--- src/rtl/ahbl_sram_slave.sv ---
// AHB-Lite subordinate fronting a single-port synchronous SRAM with one-cycle read latency.
// Writes complete with no wait state, reads take one wait state, and illegal transfers get a two-cycle ERROR.
module ahbl_sram_slave #(
  parameter logic [31:0] BASE_ADDR = 32'h0000_0000,
  parameter int          MEM_WORDS = 1024,
  localparam int         AW        = $clog2(MEM_WORDS)
) (
  input  logic          HCLK,
  input  logic          HRESETn,
  input  logic          HSEL,
  input  logic [31:0]   HADDR,
  input  logic [2:0]    HBURST,
  input  logic          HMASTLOCK,
  input  logic [3:0]    HPROT,
  input  logic [2:0]    HSIZE,
  input  logic [1:0]    HTRANS,
  input  logic          HWRITE,
  input  logic [31:0]   HWDATA,
  input  logic          HREADY,
  output logic          HREADYOUT,
  output logic          HRESP,
  output logic [31:0]   HRDATA,
  output logic          sram_en,
  output logic          sram_wen,
  output logic [AW-1:0] sram_addr,
  output logic [3:0]    sram_be,
  output logic [31:0]   sram_wdata,
  input  logic [31:0]   sram_rdata
);

  // state      | meaning
  // S_IDLE     | no data phase owned, zero-wait OKAY
  // S_WRITE    | write data phase, SRAM written this cycle
  // S_RD_ISSUE | read wait state, SRAM read issued
  // S_RD_DONE  | read data returned from SRAM
  // S_ERR1     | first ERROR cycle (HREADYOUT low)
  // S_ERR2     | second ERROR cycle (HREADYOUT high)
  typedef enum logic [2:0] {
    S_IDLE, S_WRITE, S_RD_ISSUE, S_RD_DONE, S_ERR1, S_ERR2
  } state_t;

  typedef struct packed {
    logic [31:0] addr;
    logic [2:0]  size;
    logic        write;
    logic [1:0]  trans;
    logic [2:0]  burst;
    logic [3:0]  prot;
    logic        mastlock;
  } aphase_t;

  localparam logic [31:0] WIN_BYTES = 32'(MEM_WORDS * 4);

  state_t          state, state_nxt;
  aphase_t         aphase_d, aphase_q;
  logic            err_d, err_q;
  logic            capture, take;
  logic [31:0]     offset;
  logic [3:0]      be_d;
  logic            hreadyout_q, hresp_q, sram_en_q, sram_wen_q, rd_done_q;
  logic [AW-1:0]   sram_addr_q;
  logic [3:0]      sram_be_q;

  assign capture = HSEL && HREADY && HTRANS[1];
  // In the two stall states HREADY is low, so no new address phase can be accepted.
  assign take    = capture && !(state inside {S_RD_ISSUE, S_ERR1});
  assign offset  = HADDR - BASE_ADDR;

  assign aphase_d = '{addr: HADDR, size: HSIZE, write: HWRITE, trans: HTRANS,
                      burst: HBURST, prot: HPROT, mastlock: HMASTLOCK};

  assign err_d = (offset >= WIN_BYTES) || (HSIZE > 3'd2) ||
                 (HSIZE == 3'd1 && HADDR[0]) ||
                 (HSIZE == 3'd2 && HADDR[1:0] != 2'b00);

  always_comb begin
    be_d = 4'b0000;
    case (aphase_d.size)
      3'd0:    be_d = 4'b0001 << aphase_d.addr[1:0];
      3'd1:    be_d = aphase_d.addr[1] ? 4'b1100 : 4'b0011;
      3'd2:    be_d = 4'b1111;
      default: be_d = 4'b0000;
    endcase
  end

  always_comb begin
    state_nxt = S_IDLE;
    case (state)
      S_RD_ISSUE: state_nxt = S_RD_DONE;
      S_ERR1:     state_nxt = S_ERR2;
      default: begin
        if (take) begin
          if (err_d)       state_nxt = S_ERR1;
          else if (HWRITE) state_nxt = S_WRITE;
          else             state_nxt = S_RD_ISSUE;
        end
      end
    endcase
  end

  always_ff @(posedge HCLK or negedge HRESETn) begin
    if (!HRESETn) begin
      state       <= S_IDLE;
      aphase_q    <= '0;
      err_q       <= 1'b0;
      hreadyout_q <= 1'b1;
      hresp_q     <= 1'b0;
      sram_en_q   <= 1'b0;
      sram_wen_q  <= 1'b0;
      rd_done_q   <= 1'b0;
      sram_addr_q <= '0;
      sram_be_q   <= 4'b0000;
    end else begin
      state       <= state_nxt;
      hreadyout_q <= !(state_nxt inside {S_RD_ISSUE, S_ERR1});
      hresp_q     <= state_nxt inside {S_ERR1, S_ERR2};
      sram_en_q   <= state_nxt inside {S_WRITE, S_RD_ISSUE};
      sram_wen_q  <= state_nxt == S_WRITE;
      rd_done_q   <= state_nxt == S_RD_DONE;
      if (take) begin
        aphase_q <= aphase_d;
        err_q    <= err_d;
      end
      // SRAM address/strobes only move for legal transfers; errors never touch the array.
      if (take && !err_d) begin
        sram_addr_q <= offset[AW+1:2];
        sram_be_q   <= be_d;
      end
    end
  end

  assign HREADYOUT  = hreadyout_q;
  assign HRESP      = hresp_q;
  assign HRDATA     = rd_done_q ? sram_rdata : 32'h0;
  assign sram_en    = sram_en_q;
  assign sram_wen   = sram_wen_q;
  assign sram_addr  = sram_addr_q;
  assign sram_be    = sram_be_q;
  assign sram_wdata = HWDATA;

  // Protection/burst attributes are recorded for observability but have no functional effect.
  logic unused_aphase;
  assign unused_aphase = ^{aphase_q, err_q};

endmodule

--- config.mk ---
export PLATFORM = sky130hd
export DESIGN_NAME = ahbl_sram_slave
export DESIGN_NICKNAME = d
export VERILOG_FILES = /design/src/rtl/ahbl_sram_slave.sv
export SDC_FILE = /design/constraint.sdc
export NUM_CORES = 1
export LEC_CHECK = 0
export CAP_MARGIN = 5
export CORE_UTILIZATION = 25
export CTS_CLUSTER_DIAMETER = 100
export DETAILED_ROUTE_END_ITERATION = 6
export HOLD_SLACK_MARGIN = 0.03
export PLACE_DENSITY = 0.85
export RECOVER_POWER = 50
export SKIP_LAST_GASP = 1
export SLEW_MARGIN = 15
export SYNTH_ARGS = -nofsm -noshare
export SYNTH_HDL_FRONTEND = slang
export SYNTH_SLANG_ARGS = --single-unit
--- constraint.sdc ---
create_clock -name HCLK -period 2.6 [get_ports HCLK]
set_input_delay 0.39 -clock HCLK [delete_from_list [all_inputs] [get_ports HCLK]]
set_output_delay 0.39 -clock HCLK [all_outputs]
set_load 0.05 [all_outputs]
# Yosys cells after proc, flatten, opt, wreduce, memory -nomap -nowiden
# Cells that the tools add are included.
# classes
n_mux,7
n_shift,1
n_reduce_logical,18
magnitude_cmp,2
n_eq_ne,9
# op_table
operator,count
$ge A32 B13 Y1 const B,1
$mux W32,1
$eq A3 B2 Y1 const B,4
$pmux W4 S3,1
$reduce_bool A2 Y1,5
$eq A3 B3 Y1 const B,3
$eq A3 B1 Y1 const B,2
$logic_and A1 B1 Y1,6
$mux W3,2
$pmux W3 S2,1
$mux W4,1
$shl A1 B2 Y4 const A,1
$gt A3 B2 Y1 const B,1
$logic_not A1 Y1,3
$logic_not A3 Y1,1
$logic_or A1 B1 Y1,3
$mux W2,1
# totals
wordCells,45
in_bits,114
regBits,22
output_inout_bits,82

# Depth between registers and ports, before layout
# Gate-level depths: netlist of the first run.
# logic_depth
word_depth,10
depth_mapped,5
ltp_nobuf,4

# Worst setup path after synthesis of the first run
# OpenSTA, ideal clock, no wires.
# synth_timing
path_type,input port to flip-flop
start,input port HADDR[20]
end,"register sram_addr_q[4], in the netlist sram_addr[4]"
cell_stages,5
setup_ns,0.125
required_time_ns,2.475
n_path_buf,1
arrival_time_ns,1.843
path_slack_ns,0.632
path_cell_list,nor4_2 -> nand4_1 -> nor4_4 -> buf_6 -> mux2_4
# synth_via
elab_chain_len,6
# synth_lines
item,line,rtl
"start, declared",11,"input logic [31:0] HADDR,"
$ge A32 B13 Y1,72,assign err_d = (offset >= WIN_BYTES) || (HSIZE > 3'd2) ||
$logic_or A1 B1 Y1 (2 in a row),72,
$logic_or A1 B1 Y1,73,(HSIZE == 3'd1 && HADDR[0]) ||
$logic_not A1 Y1,125,if (take && !err_d) begin
$logic_and A1 B1 Y1,125,
"end signal, assigned",126,sram_addr_q <= offset[AW+1:2];
"end, declared",61,logic [AW-1:0] sram_addr_q;
# No other way between the ends.
# A chain may end at the register's enable or synchronous reset.

# Worst setup path after layout of the first run
# layout_timing
start,input port HADDR[30]
end,"register sram_addr_q[2], in the netlist sram_addr[2]"
# The elaborated chain is that of the path after synthesis.

==> parameters.txt, run 1 <==
Parameter                              Value

Logic synthesis
  EDFF count, synth ... 0
  Post-Syn Area ... 1450 um2
  Primary FF master, synth ... dfrtp_1
  Number of distinct library cells after synthesis ... 30
  Cell type contributing the most total cell area after synthesis ... dfrtp_1
  Warnings from Yosys ... 0
  Mean post-synth cell area ... 10.1 um2
  #FFs+latches synth ... 22
  Leading post-synthesis cells by cell area ... dfrtp_1, buf_4, and2_1, mux2_2, mux2_4
  Share of the yosys chip area belonging to registers ... 0.380
  Number of standard cells after synthesis ... 143
  Top cells by instance count after synthesis ... and2_1, buf_4, dfrtp_1, mux2_2, nor2_1
  Share of the synthesized area in the top cell type ... 0.362
  Share of flip-flops with an asynchronous set or reset after synthesis ... 1.00
  Net Count, Synth ... 257

Global route
  Pin count of the biggest net entering global routing ... 33
  Number of antenna violations at the first check in global routing ... 0
  Global-route total usage across every layer ... 0.151
  Routing usage on met3 ... 0.0547
  Remaining global-route overflow ... 0
  GR met1 Demand/Resource ... 0.157
  First-pass GRT wire length ... 7320 um
  Vias in the first global route ... 1450
  Routing layer with the top usage in global route ... met2
  Met2 Resource Use GR ... 0.288

Hold path
  Hold Crit Depth ... 1
  Hold-critical path endpoint ... sram_addr[3]
  Beginning of the worst hold path ... sram_addr[3]
  Path class of the lowest-slack min-delay path ... reg2reg

Routing
  Post-route DRC ... 0
  Detailed-route vias per instance ... 4.33
  First-pass iteration count of the detailed router ... 4
  Routed vias ... 1338
  Starting DRC count in detailed routing ... 20
  Wirelength, routed ... 4760 um
  Number of nets with antenna violations after routing ... 0
  Average wire length per cell after detail routing ... 15.4 um

Status
  Outcome ... completed

Clocking
  Max clock buf depth ... 2
  Clock slew at reported path FFs ... 70 ps
  Buffer cell driving the clock tree root ... clkbuf_8
  Hold-fix buffers, CTS ... 0
  Clock latency reported for the late side of the worst-skew pair ... 260 ps
  H-tree depth ... 1
  CTS tree ... done
  Number of buffers inserted to repair setup after CTS ... 0
  Number of buffers created by CTS ... 3
  Num Clock Sinks ... 22
  Number of instances resized during post-cts repair ... 0

Worst setup path
  R2R setup slack ... 730 ps
  Slowest cell on the critical path ... dlygate4sd3_1
  Delay of the slowest cell on the worst path ... 540 ps
  Cells along the critical path ... dlygate4sd3_1 -> nor4_1 -> nand4_1 -> nor4_4 -> buf_12 -> mux2_2
  Arrival time at the worst endpoint ... 2380 ps
  Highest fanout seen on the critical path ... 18
  Crit Reg-Reg Startpoint ... state[1]
  Worst reg2reg path endpoint ... sram_addr[2]
  Worst Setup End Kind ... register
  Type of origin of the critical path ... primary input
  Critical Setup Path Class ... in2reg
  Cell count of the worst reg-to-reg path ... 5
  Required time at the endpoint of the critical path ... 2750 ps

Timing
  Pins Over Slew Limit ... 0
  WHS ... 512 ps
  Hold Vio Cnt, Final ... 0
  Final setup violation count ... 0
  Worst-Margin Slew ... 691 ps
  Setup Skew ... 3.80 ps
  Unrepaired setup endpoints after global routing ... false
  Fin crit period ... 2230 ps
  Worst slew margin relative to its limit ... 0.538
  Peak Freq ... 0.448 GHz
  Share of the clock period used by the worst path after layout ... 0.859
  Total Neg Setup Slack ... 0 ps
  Final setup slack of the worst path ... 368 ps

Finish
  Area growth from synthesis to layout ... 78.1%
  Summed area of non-filler cells in the final layout ... 2580 um2
  Layout cell share with drive strength beyond 1 ... 0.118
  Antenna cell count ... 0
  Number of fill cells ... 542
  Layout Nets ... 352

Die
  Placeable core area ... 5540 um2
  Boundary pin count ... 196
  Area of the die ... 6110 um2
  Initial core utilization ... 0.262
  Number of standard-cell rows in the floorplan ... 27
  Die Y-Extent ... 78.2 um
  Die W ... 78.2 um

Placed design
  Placement Cell Area ... 2540 um2
  Final HPWL from detailed placement ... 4300 um
  Worst Setup Slack post-DPL ... 239 ps
  Port buffer count ... 122
  Gp weighted congestion ... 0.772

Power
  Worst supply voltage drop on vdd ... 0.000273 V
  Overall power after layout ... 849 uW
  Power Dens Cells ... 328 nW/um2
  Lkg Pwr ... 1.07 nW

Flow run
  Number of maximum-capacitance violations ... 0
-- sequential cells by signal, summed over array words and instances, names as in the netlist --
signal / flops
sram_addr: 10
sram_be: 4
state: 3
HREADYOUT: 1
HRESP: 1
rd_done_q: 1
sram_en: 1
sram_wen: 1
-- metrics by stage --
| step | util | std cells |
|---|---|---|
| floorplan | - | 143 |
| global placement | 0.458 | 305 |
| detailed placement | 0.458 | 305 |
| CTS | 0.468 | 309 |
| global route | 0.467 | 309 |
| finish | 0.467 | 309 |
-- routing by layer --
metal | share of wire | up-vias
met2 | 0.52 | 100
met1 | 0.34 | 609
li1 | - | 627
met3 | 0.13 | 2
met4 | 0.0046 | 0
met5 | 0 | -
-- final cells by class --
cell class / instances / area [um2] / area share
clock buffers: 4 / 55.1 / 0.0213
flip-flops and latches: 22 / 552 / 0.213
repair buffers: 126 / 1260 / 0.486
well taps: 72 / 90.1 / 0.0348
multi-input cells: 81 / 616 / 0.238
inverters: 4 / 15.0 / 0.00581
-- where the power goes --
part / total [mW] / switching [mW] / internal [mW] / leakage (nW)
Sequential: 0.386 / 0.0197 / 0.366 / 0.290
Clock: 0.242 / 0.107 / 0.135 / 0.0288
Combinational: 0.221 / 0.0882 / 0.133 / 0.749
Total: 0.849 / 0.215 / 0.634 / 1.07
-- critical path, delay by kind of cell --
family        cells  cell delay (ps)
buf+inv           2              740
mux               1              340
simple gates      3              890
-- placed cells by master, fill, tap and decap left out, types with 2 or more instances in the layout --
cell type	instances
mux2i_1	2
mux2_4	4
a21oi_1	3
mux2_2	8
nor2_1	6
and2_1	32
inv_1	4
clkbuf_8	4
o21ai_0	5
dfrtp_1	21
nor2b_1	2
nor4_1	2
nor4_2	2
buf_4	3
clkdlybuf4s50_1	116
nor3_1	2
dlygate4sd3_1	5
-- worst max path at each step --
| stage | startpoint | endpoint | slack, ps | depth (start not counted) |
|---|---|---|---|---|
| CTS | rd_done_q | HRDATA[13] | 380 | 3 |
| global route | HADDR[30] | sram_addr[2] | 220 | 6 |
| global placement | HADDR[29] | sram_be[2] | 290 | 6 |
| floorplan | HADDR[20] | sram_addr[4] | 630 | 5 |
| finish | HADDR[30] | sram_addr[2] | 370 | 6 |
| detailed placement | HADDR[30] | sram_addr[2] | 240 | 6 |
-- cell families (layout without fill, tap and decap cells) --
| family | count (synthesis) | count (layout) | synth area share |
|---|---|---|---|
| simple gates | 54 | 54 | 0.245 |
| buf+inv | 40 | 134 | 0.191 |
| flops | 22 | 22 | 0.380 |
| mux | 14 | 14 | 0.117 |
| compound gates | 12 | 12 | 0.0552 |
| xor+xnor | 1 | 1 | 0.0112 |
Power figures use the tool's default switching activity.
==> run 2, diff against run 1 <==
--- a/config.mk
+++ b/config.mk
@@ -8,6 +8,7 @@
 export CAP_MARGIN = 5
 export CORE_UTILIZATION = 25
 export CTS_CLUSTER_DIAMETER = 100
+export CTS_CLUSTER_SIZE = 25
 export DETAILED_ROUTE_END_ITERATION = 6
 export HOLD_SLACK_MARGIN = 0.03
 export PLACE_DENSITY = 0.85
==> results of run 2 <==
Final layout, timing and power as in run 1 (identical DEF).
==> run 3, diff against run 2 <==
==> constraint.sdc (replaced) <==
create_clock -name HCLK -period 2.6 [get_ports HCLK]
set_input_delay 0.52 -clock HCLK [delete_from_list [all_inputs] [get_ports HCLK]]
set_output_delay 0.52 -clock HCLK [all_outputs]
set_load 0.05 [all_outputs]
==> parameters.txt, run 3 (synthesized netlist as in run 1, its figures left out) <==
Parameter                              Value

Status
  Outcome ... completed (unchanged)

Finish
  Summed area of non-filler cells in the final layout ... 2520 um2 (was 2580 um2)
  Layout Nets ... 351 (was 352)
  Number of flip-flops in the largest register ... 10 (unchanged)
  Area growth from synthesis to layout ... 73.4% (was 78.1%)
  Most frequent cells in the layout ... clkdlybuf4s50_1, buf_4, and2_1 (was clkdlybuf4s50_1, and2_1, dfrtp_1)
  Antenna cell count ... 0 (unchanged)
  Count of placed standard cells in the final layout, fillers left out ... 308 (was 309)
  Most common library cell in the layout ignoring fill and taps ... clkdlybuf4s50_1 (unchanged)
  Layout cell share with drive strength beyond 1 ... 0.246 (was 0.118)
  Number of fill cells ... 530 (was 542)

Timing
  Pins Over Slew Limit ... 0 (unchanged)
  Hold Vio Cnt, Final ... 0 (unchanged)
  Fin crit period ... 2340 ps (was 2230 ps)
  Total Neg Setup Slack ... 0 ps (unchanged)
  Final setup violation count ... 0 (unchanged)
  WHS ... 509 ps (was 512 ps)
  Peak Freq ... 0.427 GHz (was 0.448 GHz)
  Worst slew margin relative to its limit ... 0.506 (was 0.538)
  Worst-Margin Slew ... 738 ps (was 691 ps)
  Share of the clock period used by the worst path after layout ... 0.901 (was 0.859)
  Unrepaired setup endpoints after global routing ... false (unchanged)
  Setup Skew ... 4.30 ps (was 3.80 ps)

Clocking
  Clock latency reported for the late side of the worst-skew pair ... 260 ps (about the same)
  Max clock buf depth ... 2 (unchanged)
  Clock slew at reported path FFs ... 80 ps (was 70 ps)
  CTS tree ... done (unchanged)
  Number of instances resized during post-cts repair ... 0 (unchanged)
  Hold-fix buffers, CTS ... 0 (unchanged)
  Num Clock Sinks ... 22 (unchanged)
  H-tree depth ... 1 (unchanged)
  Number of buffers inserted to repair setup after CTS ... 0 (unchanged)
  Buffer cell driving the clock tree root ... clkbuf_8 (unchanged)
  Number of buffers created by CTS ... 3 (unchanged)

Global route
  Pin count of the biggest net entering global routing ... 33 (unchanged)
  First-pass GRT wire length ... 7520 um (was 7320 um)
  Remaining global-route overflow ... 0 (unchanged)
  Global-route total usage across every layer ... 0.157 (was 0.151)
  Vias in the first global route ... 1456 (was 1450)
  Number of antenna violations at the first check in global routing ... 0 (unchanged)

Die
  Number of standard-cell rows in the floorplan ... 27 (unchanged)
  Area of the die ... 6110 um2 (unchanged)
  Placeable core area ... 5540 um2 (unchanged)
  Initial core utilization ... 0.262 (unchanged)
  Die Y-Extent ... 78.2 um (unchanged)
  Die W ... 78.2 um (unchanged)
  Boundary pin count ... 196 (unchanged)

Hold path
  Beginning of the worst hold path ... sram_addr[9] (was sram_addr[3])
  Path class of the lowest-slack min-delay path ... reg2reg (unchanged)

Worst setup path
  First element of the critical path ... HADDR[28] (was HADDR[30])
  Highest fanout seen on the critical path ... 18 (unchanged)
  Crit Reg-Reg Startpoint ... state[1] (unchanged)
  Type of origin of the critical path ... primary input (unchanged)
  Critical Setup Path Class ... in2reg (unchanged)
  Required time at the endpoint of the critical path ... 2750 ps (about the same)
  Arrival time at the worst endpoint ... 2500 ps (was 2380 ps)
  Worst Setup End Kind ... register (unchanged)

Power
  Power Dens Cells ... 368 nW/um2 (was 328 nW/um2)
  Share of total power in combinational logic ... 0.240 (was 0.261)
  Sequential group share of total power ... 0.416 (was 0.454)
  Worst supply voltage drop on vdd ... 0.000381 V (was 0.000273 V)
  Switching share of power ... 0.239 (was 0.253)
  Switching power summed over all nets ... 221 uW (was 215 uW)
  Cell Int Power ... 705 uW (was 634 uW)
  Clock share of power ... 0.344 (was 0.285)
  Lkg Pwr ... 1.14 nW (was 1.07 nW)

Routing
  Detailed-route vias per instance ... 4.35 (was 4.33)
  Starting DRC count in detailed routing ... 23 (was 20)
  Number of nets with antenna violations after routing ... 0 (unchanged)
  Post-route DRC ... 0 (unchanged)
  Routed vias ... 1340 (was 1338)
  Average wire length per cell after detail routing ... 16.1 um (was 15.4 um)
  Wirelength, routed ... 4960 um (was 4760 um)
  First-pass iteration count of the detailed router ... 2 (was 4)

Placed design
  Final HPWL from detailed placement ... 4430 um (was 4300 um)
  Placement Cell Area ... 2450 um2 (was 2540 um2)
  Cell total after placement ... 304 (was 305)
  Port buffer count ... 122 (unchanged)
  Gp weighted congestion ... 0.715 (was 0.772)

Flow run
  Number of maximum-capacitance violations ... 0 (unchanged)
[run 3: final timing paths]
path | to | slack (ps) | depth (start not counted)
max | sram_addr[2] | 260 | 6
min | sram_addr[9] | 510 | 1
max reg2reg | sram_addr[2] | 750 | 5
min reg2reg | sram_addr[9] | 510 | 1
max in group asynchronous | sram_addr[7] | 1080 | 2
min in group asynchronous | sram_addr[1] | 760 | 1
[run 3: per-layer routing]
metal	wire length (um)	vias to the layer above	global-route usage
met5	0	-	0
met4	25	0	0.0222
met3	664	3	0.0616
met2	2530	101	0.294
met1	1730	611	0.168
li1	-	625	-
[run 3: critical path: stages]
cell	delay [ps]
dlygate4sd3_1	540
nor4_1	300
nand4_1	230
nor4_4	350
buf_12	200
mux2_2	340
[run 3: area by class of cell]
class | count | area [um2] | area share
Multi-Input combinational cell | 81 | 616 | 0.245
Clock inverter | 1 | 30.0 | 0.0119
Sequential cell | 22 | 552 | 0.219
Inverter | 4 | 15.0 | 0.00597
Timing Repair Buffer | 125 | 1170 | 0.466
Clock buffer | 3 | 41.3 | 0.0164
Tap cell | 72 | 90.1 | 0.0358
[run 3: per-stage QoR]
| step | total power, mW | worst slack (ps) | util |
|---|---|---|---|
| after global placement | 0.614 | 160 | 0.443 |
| after floorplan | 0.597 | 502 | - |
| after detailed placement | 0.618 | 109 | 0.443 |
| after CTS | 0.938 | 398 | 0.456 |
| after global routing | 0.970 | 149 | 0.454 |
| final | 0.925 | 257 | 0.454 |
[run 3: power by group through the flow]
stage          registers (mW)  logic (mW)  clock network (mW)
4_1_cts                 0.385       0.227               0.326
6_report                0.385       0.222               0.318
5_1_grt                 0.387       0.243               0.340
2_1_floorplan           0.421       0.176                   0
3_5_place_dp            0.392       0.226                   0
3_3_place_gp            0.391       0.223                   0
